`src/rtl/enemy_fire_scheduler_if.sv`:
```
// enemy_fire_scheduler_if
//   Groups the enemy AI / game FSM controls, the bullet slot array signals
//   and the player status outputs of enemy_fire_scheduler.
//
//   Controls (master -> slave): run, round_start, fire_req, burst_en, defend
//   Slot array (master -> slave): slot_busy, slot_hit
//   Results (slave -> master): slot_attack, fire_ack, busy, hp, hit_count,
//                              player_dead
//
//   Handshake: fire_req is a level request, not a strict valid/ready pair.
//   fire_ack pulses high for exactly one cycle, together with a one-hot
//   slot_attack, in each cycle a shot is really launched. A request can be
//   consumed without an ack (defend aborts the launch), so the requester
//   keeps fire_req high until it sees fire_ack if it still wants to shoot.
interface enemy_fire_scheduler_if #(
    parameter int NUM_SLOTS = 4
);
    logic                 run;
    logic                 round_start;
    logic                 fire_req;
    logic                 burst_en;
    logic                 defend;
    logic [NUM_SLOTS-1:0] slot_busy;
    logic [NUM_SLOTS-1:0] slot_hit;
    logic [NUM_SLOTS-1:0] slot_attack;
    logic                 fire_ack;
    logic                 busy;
    logic [3:0]           hp;
    logic [7:0]           hit_count;
    logic                 player_dead;

    modport master (
        output run, round_start, fire_req, burst_en, defend, slot_busy, slot_hit,
        input  slot_attack, fire_ack, busy, hp, hit_count, player_dead
    );

    modport slave (
        input  run, round_start, fire_req, burst_en, defend, slot_busy, slot_hit,
        output slot_attack, fire_ack, busy, hp, hit_count, player_dead
    );
endinterface

```
`src/rtl/enemy_fire_scheduler.sv`:
```
// enemy_fire_scheduler
//   Shares NUM_SLOTS enemy bullet slots: turns fire requests into one-hot
//   launch pulses with round-robin slot choice, bursts, cooldown and defend
//   gating, and accumulates slot hits into player HP / hit count.
//
//   Ports: clk        frame clock
//          rst_n      asynchronous active-low reset
//          bus        enemy_fire_scheduler_if slave (controls, slots, status)
//          dbg_state  current scheduler state (0 IDLE, 1 FIRE, 2 GAP, 3 COOL)
module enemy_fire_scheduler #(
    parameter int NUM_SLOTS      = 4,
    parameter int COOLDOWN_TICKS = 30,
    parameter int BURST_LEN      = 3,
    parameter int BURST_GAP      = 6,
    parameter int MAX_HP         = 10,
    parameter int HIT_DMG        = 1
) (
    input  logic                         clk,
    input  logic                         rst_n,
    enemy_fire_scheduler_if.slave        bus,
    output logic [1:0]                   dbg_state
);
    localparam int IW          = $clog2(NUM_SLOTS);
    localparam int MAX_SPACING = (COOLDOWN_TICKS > BURST_GAP) ? COOLDOWN_TICKS : BURST_GAP;
    localparam int CW          = ($clog2(MAX_SPACING) > 5) ? $clog2(MAX_SPACING) : 5;

    typedef enum logic [1:0] {
        IDLE = 2'd0,
        FIRE = 2'd1,
        GAP  = 2'd2,
        COOL = 2'd3
    } state_t;

    state_t        state_q, state_d;
    logic [IW-1:0] grant_q, grant_d;
    logic [IW-1:0] rr_ptr_q, rr_ptr_d;
    logic [3:0]    shots_left_q, shots_left_d;
    logic [CW-1:0] cnt_q, cnt_d;
    logic [3:0]    hp_q, hp_d;
    logic [7:0]    hit_count_q, hit_count_d;

    logic          free_found;
    logic [IW-1:0] free_idx;
    logic          player_dead;
    logic          launch;
    logic [3:0]    hit_n;
    logic [7:0]    dmg;
    logic [7:0]    hp_wide;
    logic [8:0]    hit_sum;

    assign player_dead = (hp_q == 4'd0);

    // The launch is the FIRE cycle unless something in this very cycle
    // vetoes it; round_start also vetoes so rr_ptr stays consistent with
    // the restart.
    assign launch = (state_q == FIRE) && bus.run && !bus.round_start
                    && !player_dead && !bus.defend;

    // First free slot at or after rr_ptr, wrapping modulo NUM_SLOTS.
    always_comb begin
        logic [IW-1:0] idx;
        idx        = '0;
        free_found = 1'b0;
        free_idx   = '0;
        for (int k = 0; k < NUM_SLOTS; k++) begin
            idx = IW'((int'(rr_ptr_q) + k) % NUM_SLOTS);
            if (!free_found && !bus.slot_busy[idx]) begin
                free_found = 1'b1;
                free_idx   = idx;
            end
        end
    end

    // Hit accounting runs every cycle, independent of run and state.
    always_comb begin
        hit_n = '0;
        for (int k = 0; k < NUM_SLOTS; k++) begin
            hit_n = hit_n + {3'b000, bus.slot_hit[k]};
        end
        dmg     = 8'(hit_n) * 8'(HIT_DMG);
        hp_wide = {4'b0000, hp_q};
        hit_sum = {1'b0, hit_count_q} + {5'b00000, hit_n};
        if (bus.round_start) begin
            hp_d        = 4'(MAX_HP);
            hit_count_d = '0;
        end else begin
            hp_d        = (hp_wide > dmg) ? 4'(hp_wide - dmg) : 4'd0;
            hit_count_d = hit_sum[8] ? 8'hFF : hit_sum[7:0];
        end
    end

    always_comb begin
        state_d      = state_q;
        grant_d      = grant_q;
        rr_ptr_d     = rr_ptr_q;
        shots_left_d = shots_left_q;
        cnt_d        = cnt_q;
        if (bus.round_start) begin
            state_d      = IDLE;
            rr_ptr_d     = '0;
            cnt_d        = '0;
            shots_left_d = '0;
        end else if (!bus.run) begin
            // frozen: keep everything
        end else if (player_dead) begin
            state_d = IDLE;
        end else begin
            case (state_q)
                IDLE: begin
                    if (bus.fire_req && free_found) begin
                        grant_d      = free_idx;
                        shots_left_d = bus.burst_en ? 4'(BURST_LEN) : 4'd1;
                        state_d      = FIRE;
                    end
                end
                FIRE: begin
                    if (bus.defend) begin
                        state_d = IDLE;
                    end else begin
                        rr_ptr_d     = (grant_q == IW'(NUM_SLOTS - 1)) ? '0 : grant_q + 1'b1;
                        shots_left_d = shots_left_q - 4'd1;
                        if (shots_left_q == 4'd1) begin
                            state_d = COOL;
                            cnt_d   = CW'(COOLDOWN_TICKS - 2);
                        end else begin
                            state_d = GAP;
                            cnt_d   = CW'(BURST_GAP - 2);
                        end
                    end
                end
                GAP: begin
                    // A stall at cnt == 0 waits for any slot to free up.
                    if (cnt_q != '0) begin
                        cnt_d = cnt_q - 1'b1;
                    end else if (free_found) begin
                        grant_d = free_idx;
                        state_d = FIRE;
                    end
                end
                COOL: begin
                    if (cnt_q != '0) begin
                        cnt_d = cnt_q - 1'b1;
                    end else begin
                        state_d = IDLE;
                    end
                end
                default: state_d = IDLE;
            endcase
        end
    end

    always_ff @(posedge clk or negedge rst_n) begin
        if (!rst_n) begin
            state_q      <= IDLE;
            grant_q      <= '0;
            rr_ptr_q     <= '0;
            shots_left_q <= '0;
            cnt_q        <= '0;
            hp_q         <= 4'(MAX_HP);
            hit_count_q  <= '0;
        end else begin
            state_q      <= state_d;
            grant_q      <= grant_d;
            rr_ptr_q     <= rr_ptr_d;
            shots_left_q <= shots_left_d;
            cnt_q        <= cnt_d;
            hp_q         <= hp_d;
            hit_count_q  <= hit_count_d;
        end
    end

    assign bus.slot_attack = launch ? (NUM_SLOTS'(1) << grant_q) : '0;
    assign bus.fire_ack    = launch;
    assign bus.busy        = (state_q != IDLE);
    assign bus.hp          = hp_q;
    assign bus.hit_count   = hit_count_q;
    assign bus.player_dead = player_dead;
    assign dbg_state       = state_q;
endmodule

```
`src/flat_wrapper.sv`:
```
// flat-port wrapper written by rule: the top's interface ports become plain ports
module enemy_fire_scheduler_flat 
#(
    parameter int NUM_SLOTS      = 4,
    parameter int COOLDOWN_TICKS = 30,
    parameter int BURST_LEN      = 3,
    parameter int BURST_GAP      = 6,
    parameter int MAX_HP         = 10,
    parameter int HIT_DMG        = 1
)
  (clk, rst_n, dbg_state, bus_run, bus_round_start, bus_fire_req, bus_burst_en, bus_defend, bus_slot_busy, bus_slot_hit, bus_slot_attack, bus_fire_ack, bus_busy, bus_hp, bus_hit_count, bus_player_dead);
  enemy_fire_scheduler_if #(.NUM_SLOTS(NUM_SLOTS)) bus_i ();
  input  logic clk;
  input  logic rst_n;
  output logic [1:0] dbg_state;
  input wire logic [$bits(bus_i.run)-1:0] bus_run;
  input wire logic [$bits(bus_i.round_start)-1:0] bus_round_start;
  input wire logic [$bits(bus_i.fire_req)-1:0] bus_fire_req;
  input wire logic [$bits(bus_i.burst_en)-1:0] bus_burst_en;
  input wire logic [$bits(bus_i.defend)-1:0] bus_defend;
  input wire logic [$bits(bus_i.slot_busy)-1:0] bus_slot_busy;
  input wire logic [$bits(bus_i.slot_hit)-1:0] bus_slot_hit;
  output wire logic [$bits(bus_i.slot_attack)-1:0] bus_slot_attack;
  output wire logic [$bits(bus_i.fire_ack)-1:0] bus_fire_ack;
  output wire logic [$bits(bus_i.busy)-1:0] bus_busy;
  output wire logic [$bits(bus_i.hp)-1:0] bus_hp;
  output wire logic [$bits(bus_i.hit_count)-1:0] bus_hit_count;
  output wire logic [$bits(bus_i.player_dead)-1:0] bus_player_dead;
  assign bus_i.run = bus_run;
  assign bus_i.round_start = bus_round_start;
  assign bus_i.fire_req = bus_fire_req;
  assign bus_i.burst_en = bus_burst_en;
  assign bus_i.defend = bus_defend;
  assign bus_i.slot_busy = bus_slot_busy;
  assign bus_i.slot_hit = bus_slot_hit;
  assign bus_slot_attack = bus_i.slot_attack;
  assign bus_fire_ack = bus_i.fire_ack;
  assign bus_busy = bus_i.busy;
  assign bus_hp = bus_i.hp;
  assign bus_hit_count = bus_i.hit_count;
  assign bus_player_dead = bus_i.player_dead;
  enemy_fire_scheduler #(.NUM_SLOTS(NUM_SLOTS), .COOLDOWN_TICKS(COOLDOWN_TICKS), .BURST_LEN(BURST_LEN), .BURST_GAP(BURST_GAP), .MAX_HP(MAX_HP), .HIT_DMG(HIT_DMG)) u_core (.clk(clk), .rst_n(rst_n), .bus(bus_i), .dbg_state(dbg_state));
endmodule
```
`config.mk`:
```
export PLATFORM = sky130hd
export DESIGN_NAME = enemy_fire_scheduler_flat
export DESIGN_NICKNAME = d
export VERILOG_FILES = /design/src/rtl/enemy_fire_scheduler_if.sv /design/src/rtl/enemy_fire_scheduler.sv /design/src/flat_wrapper.sv
export SDC_FILE = /design/constraint.sdc
export NUM_CORES = 1
export LEC_CHECK = 0
export CORE_MARGIN = 4
export CORE_UTILIZATION = 40
export CTS_BUF_LIST = sky130_fd_sc_hd__clkbuf_8
export DETAILED_ROUTE_END_ITERATION = 16
export PLACE_DENSITY = 0.72
export SYNTH_ARGS = -nofsm -noshare
export SYNTH_HDL_FRONTEND = slang
export SYNTH_SLANG_ARGS = --single-unit
export TNS_END_PERCENT = 5
```
`constraint.sdc`:
```
create_clock -name clk -period 5.8 [get_ports clk]
set_input_delay 1.16 -clock clk [delete_from_list [all_inputs] [get_ports clk]]
set_output_delay 1.16 -clock clk [all_outputs]
set_load 0.02 [all_outputs]
```
### Word level (Yosys, flattened, before mapping)

Cells that the tools add are included.

| cells by class | value |
|---|---|
| $add $sub $neg | 11 |
| multipliers | 0 |
| divide/modulo/power cells | 0 |
| $lt $le $gt $ge | 5 |
| eq/ne operators | 17 |
| shift operators | 1 |
| muxes and demuxes | 55 |
| bitwise operators | 2 |
| reduce and logical (&&, ||, !) cells | 31 |

Operators by type and width:

| operator | count |
|---|---|
| $mux W2 | 22 |
| $mux W4 | 8 |
| $mux W5 | 6 |
| $mux W8 | 2 |
| $reduce_and A5 Y1 | 3 |
| $lt A2 B3 Y1 const B | 4 |
| $pmux W5 S2 | 1 |
| $add A8 B4 Y9 | 1 |
| $mux W1 | 9 |
| $add A4 B1 Y4 | 2 |
| $bmux W1 S2 | 4 |
| $logic_and A1 B1 Y1 | 8 |
| $logic_not A1 Y1 | 8 |
| $ne A4 B2 Y1 const B | 2 |
| $ne A4 B3 Y1 const B | 2 |
| $pmux W2 S4 | 1 |
| $pmux W4 S2 | 1 |
| $reduce_bool A2 Y1 | 4 |
| $reduce_and A7 Y1 | 1 |
| $eq A2 B2 Y1 const B | 3 |
| $ne A2 B2 Y1 const B | 3 |
| $reduce_bool A3 Y1 | 2 |
| $reduce_bool A5 Y1 | 1 |
| $sub A5 B1 Y5 const B | 1 |
| other kinds (19) | 23 |

| word-level totals | value |
|---|---|
| bits in registers | 27 |
| bits in latches | 0 |
| RAM bits | 0 |
| ROM bits | 0 |
| input port bits | 15 |
| output and inout bits | 21 |
| logic and storage cells | 129 |
| memories kept | 0 |

### Logic depth before layout (Yosys ltp)

| depth | value |
|---|---|
| depth after elaboration | 18 |
| mapped depth | 11 |
| mapped depth without buffers | 11 |

### Worst setup path before layout

OpenSTA, ideal clock, no wires.

| timing path | value |
|---|---|
| path type | input port to flip-flop |
| from | input bus_slot_hit[0] |
| to | register u_core.hp_q[3], in the netlist u_core.bus.hp[3] |
| setup time | 0.066 ns |
| arrival | 3.422 ns |
| data required time | 5.734 ns |
| setup slack | 2.312 ns |
| stages on the path | 11 |
| path buffers | 0 |
| cells stage by stage | ha_1 -> inv_1 -> fa_1 -> inv_1 -> ha_1 -> inv_1 -> ha_1 -> nor2b_1 -> o21a_1 -> or4b_2 -> nand3_1 |

| on the way | value |
|---|---|
| longest elaborated chain between the ends | 6 |

Ends and longest elaborated chain:

| what | RTL line | text |
|---|---|---|
| from (decl) | flat_wrapper.sv:22 | `input wire logic [$bits(bus_i.slot_hit)-1:0] bus_slot_hit;` |
| $add A1 B1 Y2 * | enemy_fire_scheduler.sv:78 | `hit_n = hit_n + {3'b000, bus.slot_hit[k]};` |
| $add A4 B1 Y4 * (2 in series) | enemy_fire_scheduler.sv:78 |  |
| $sub A4 B4 Y4 or $gt A4 B4 Y1 (tied branches) | enemy_fire_scheduler.sv:87 | `hp_d = (hp_wide > dmg) ? 4'(hp_wide - dmg) : 4'd0;` |
| $mux W4 * | enemy_fire_scheduler.sv:87 |  |
| $mux W4 * | enemy_fire_scheduler.sv:83 | `if (bus.round_start) begin` |
| named net u_core.hp_d[3] | enemy_fire_scheduler.sv:39 | `logic [3:0] hp_q, hp_d;` |
| to (signal assigned) | enemy_fire_scheduler.sv:159 | `hp_q <= 4'(MAX_HP);` |
| to (signal assigned) | enemy_fire_scheduler.sv:167 | `hp_q <= hp_d;` |
| to (decl) | enemy_fire_scheduler.sv:39 |  |

Mark *: on every way through the listed nets, which the timed path passes. The rest lies on a longest branch.
A chain may end at the register's enable or synchronous reset.

### Worst setup path after layout

| timing path | value |
|---|---|
| from | input bus_defend |
| to | output bus_slot_attack[0] |

| on the way | value |
|---|---|
| longest elaborated chain between the ends | 3 |

Ends and longest elaborated chain:

| what | RTL line | text |
|---|---|---|
| from (decl) | flat_wrapper.sv:20 | `input wire logic [$bits(bus_i.defend)-1:0] bus_defend;` |
| $logic_not A1 Y1 | enemy_fire_scheduler.sv:57 | `&& !player_dead && !bus.defend;` |
| $logic_and A1 B1 Y1 | enemy_fire_scheduler.sv:57 |  |
| $mux W4 | enemy_fire_scheduler.sv:172 | `assign bus.slot_attack = launch ? (NUM_SLOTS'(1) << grant_q) : '0;` |
| to (decl) | flat_wrapper.sv:23 | `output wire logic [$bits(bus_i.slot_attack)-1:0] bus_slot_attack;` |

No other way between the ends.

==> impl_metrics.json <==
{
  "outcome": "finished, final reports clean",
  "finalNonFillerCells": 291,
  "die_height_um": 76.25,
  "yosys.cell_types.count": 51,
  "worstReg2RegEnd": "u_core.grant_q[0]$_DFFE_PN0P_",
  "wl_per_cell_um": 14.39,
  "netlist_area_um2": 1863,
  "fin_crit_sh_pct": 74.12,
  "syn_nets": 235,
  "p_seq_share_pct": 39.9,
  "synth_top_family_by_area": "compound AO/OA/AOI/OAI gates",
  "grt_first_pass_wirelength_um": 7327,
  "synth_compound_area_share_pct": 22.10,
  "clkTransAtPathRegs_ns": 0.10,
  "fin_ws_ns": 1.501,
  "first_iter_violations": 70,
  "power.switching_uw": 246.4,
  "final_core_util_pct": 52.39,
  "fp-row-count": 24,
  "drc_errors": 0,
  "slew_headroom_pct": 56.48,
  "postRouteAntennaNets": 0,
  "rsz0062_at_grt": "no",
  "antenna_found_initial": 0,
  "start_kind": "input pin",
  "cts_hold_buf": 0,
  "die_area_um2": 5813,
  "crit_path_end": "bus_slot_attack[0]",
  "rr_worst_depth": 6,
  "synthAdderAreaFrac_pct": 13.97,
  "synthSimpleGateAreaFrac_pct": 19.21,
  "tightest_slew_ns": 0.6529,
  "dpl.hpwl_um": 3166,
  "required_ns": 4.64,
  "post_drt_via_cell_ratio": 5.557,
  "synth_cells": 201,
  "cts_tree": "built",
  "finClkSkew_ns": 0.007226,
  "start_util_pct": 41.92,
  "routabilityCongestion": 0.8007,
  "core_um2": 4444,
  "leakage_nw": 0.9967,
  "ctsResizeCount": 0,
  "synthFlopType": "dfrtp_1",
  "syn_area_per_cell_um2": 9.269,
  "combPwrFrac_pct": 43.3,
  "setup_violations": 0,
  "dpl_worst_slack_ns": 1.490,
  "powerDensity_nw_per_um2": 279.7,
  "port_buffers": 35,
  "yosys_warnings": 0,
  "grt_start_max_net_pins": 28,
  "p_int_uw": 404.9,
  "fin_crit_ns": 4.299,
  "rrSetupSlack_ns": 3.57,
  "r2r-start": "u_core.cnt_q[0]$_DFFE_PN0P_",
  "ios": 36,
  "diodes": 0,
  "endpoint_kind": "primary output",
  "fin_area_um2": 2328,
  "worstPathArrival_ns": 3.14,
  "finalNetCount": 274,
  "grt_pass1_vias": 1607,
  "synth_seq_cells": 27,
  "fmax_ghz": 0.2326,
  "clk_latency_ns": 0.28,
  "muxShareOfSynthArea_pct": 0.8059,
  "hold_class": "flip-flop to flip-flop",
  "num_vias": 1617,
  "cts_max_level": 1,
  "cap_violations": 0,
  "drtPass1Iterations": 4,
  "cts-root-buf": "clkbuf_8",
  "post_cts_buffers": 0,
  "cts_buffers": 3,
  "synthArstFlopShare_pct": 100.0,
  "placed_cells": 287,
  "areaGrowthSynthToFinish_pct": 24.98,
  "power.share.clock_pct": 16.8,
  "yosysSeqAreaShare_pct": 36.40,
  "cts.sink_count": 27,
  "finalSetupTns_ns": 0,
  "critPathMaxFanout": 6,
  "cp-startpoint": "bus_defend",
  "hold_violations": 0,
  "placed_area_um2": 2282,
  "slew_violations": 0,
  "synth-edff-count": 0,
  "wl_um": 4188,
  "die_x_um": 76.25,
  "peakVddDrop_v": 0.0002418,
  "cts_buffer_depth": 2,
  "drive_gt1_share_pct": 6.695,
  "p_total_uw": 651.3,
  "swShare_pct": 37.83,
  "crit_type": "input pin to primary output",
  "synth_xor_area_share_pct": 1.880,
  "track_usage_pct": 14.91,
  "grt-ovfl-total": 0,
  "timing.hold.ws_ns": 0.5686
}
[placed cells by master (no fill, tap or decap), types with 4 or more instances in the layout]
master            n
or3_1             4
clkdlybuf4s50_1  35
nor2_1            9
o31ai_1           5
a21oi_1          19
nor3b_1           4
nor2b_1           5
nand2_1          10
ha_1             16
o21ai_0          11
inv_1            24
and2_1            6
nand3_1           4
dfrtp_1          25
[state kept, by name, summed over array words and instances (netlist names)]
signal,flops
u_core.dbg_state,2
u_core.shots_left_q,4
u_core.bus.hp,4
u_core.rr_ptr_q,2
u_core.grant_q,2
u_core.bus.hit_count,8
u_core.cnt_q,5
[final cells by class]
| cell class | instances | area (um^2) |
|---|---|---|
| fill | 437 | 2116 |
| clock inverter | 1 | 5.005 |
| inverter | 25 | 93.84 |
| timing repair buffer | 37 | 365.4 |
| tap | 52 | 65.06 |
| multi-input combinational | 146 | 1080 |
| sequential | 27 | 678.2 |
| clock buffer | 3 | 41.29 |
[critical path, cell delays in order]
cell and delay [ns]:
clkdlybuf4s50_1 0.45, nor3b_1 0.45, and3_1 0.32, and2_1 0.15, clkdlybuf4s50_1 0.60
[power groups by stage]
stage / sequential, mW / combinational (mW) / clock (mW)
final: 0.260 / 0.282 / 0.109
after global routing: 0.266 / 0.318 / 0.120
after global placement: 0.264 / 0.279 / 0
after floorplan: 0.281 / 0.154 / 0
after CTS: 0.260 / 0.287 / 0.113
after detailed placement: 0.263 / 0.285 / 0
[cells by family after synthesis]
group | Yosys count
fa+ha+maj | 19
simple gates | 60
compound gates | 62
buf+inv | 28
mux | 1
flops | 27
xor+xnor | 4
[synth_stat cells (2+ instances only)]
library cell / number / area share, %
a31oi_1: 3 / 1.0
a21oi_1: 19 / 5.1
or3_1: 4 / 1.3
dfrtp_1: 25 / 34
clkbuf_1: 3 / 0.60
a21boi_0: 2 / 0.81
nand4b_1: 2 / 0.94
or4_1: 2 / 0.81
o211ai_1: 2 / 0.81
o21a_1: 2 / 0.81
nor2_1: 9 / 1.8
a21o_1: 2 / 0.81
nor3_1: 3 / 0.81
nor3b_1: 4 / 1.6
and2_1: 6 / 2.0
nor2b_1: 5 / 1.7
nand4_1: 2 / 0.67
nand2_1: 10 / 2.0
a311oi_1: 2 / 0.94
xor2_1: 2 / 0.94
o31ai_1: 5 / 2.0
nand3_1: 4 / 1.1
fa_1: 3 / 3.2
inv_1: 24 / 4.8
o21ai_0: 11 / 3.0
dfstp_2: 2 / 2.8
or4b_2: 2 / 1.1
ha_1: 16 / 11
xnor2_1: 2 / 0.94
a211oi_1: 2 / 0.81
[how the worst min path moves through the flow]
| stage | start | end | depth (start not counted) | slack (ns) |
|---|---|---|---|---|
| detailed placement | u_core.bus.hp[3]$_DFF_PN1_ | u_core.bus.hp[3]$_DFF_PN1_ | 2 | 0.55 |
| floorplan | u_core.grant_q[1]$_DFFE_PN0P_ | u_core.grant_q[1]$_DFFE_PN0P_ | 2 | 0.52 |
| finish | u_core.shots_left_q[1]$_DFFE_PN0P_ | u_core.shots_left_q[1]$_DFFE_PN0P_ | 2 | 0.57 |
| global route | u_core.shots_left_q[1]$_DFFE_PN0P_ | u_core.shots_left_q[1]$_DFFE_PN0P_ | 2 | 0.60 |
| global placement | u_core.shots_left_q[1]$_DFFE_PN0P_ | u_core.shots_left_q[1]$_DFFE_PN0P_ | 2 | 0.55 |
| CTS | u_core.shots_left_q[1]$_DFFE_PN0P_ | u_core.shots_left_q[1]$_DFFE_PN0P_ | 2 | 0.57 |
[layer usage]
| metal | vias up | track usage, % | wire length (um) |
|---|---|---|---|
| met5 | - | 0 | 0 |
| met4 | 0 | 2.536 | 38 |
| met3 | 4 | 3.664 | 182 |
| met2 | 42 | 25.31 | 2002 |
| met1 | 765 | 19.45 | 1965 |
| li1 | 806 | - | - |
Note: power is estimated with default switching activity, not from simulation.
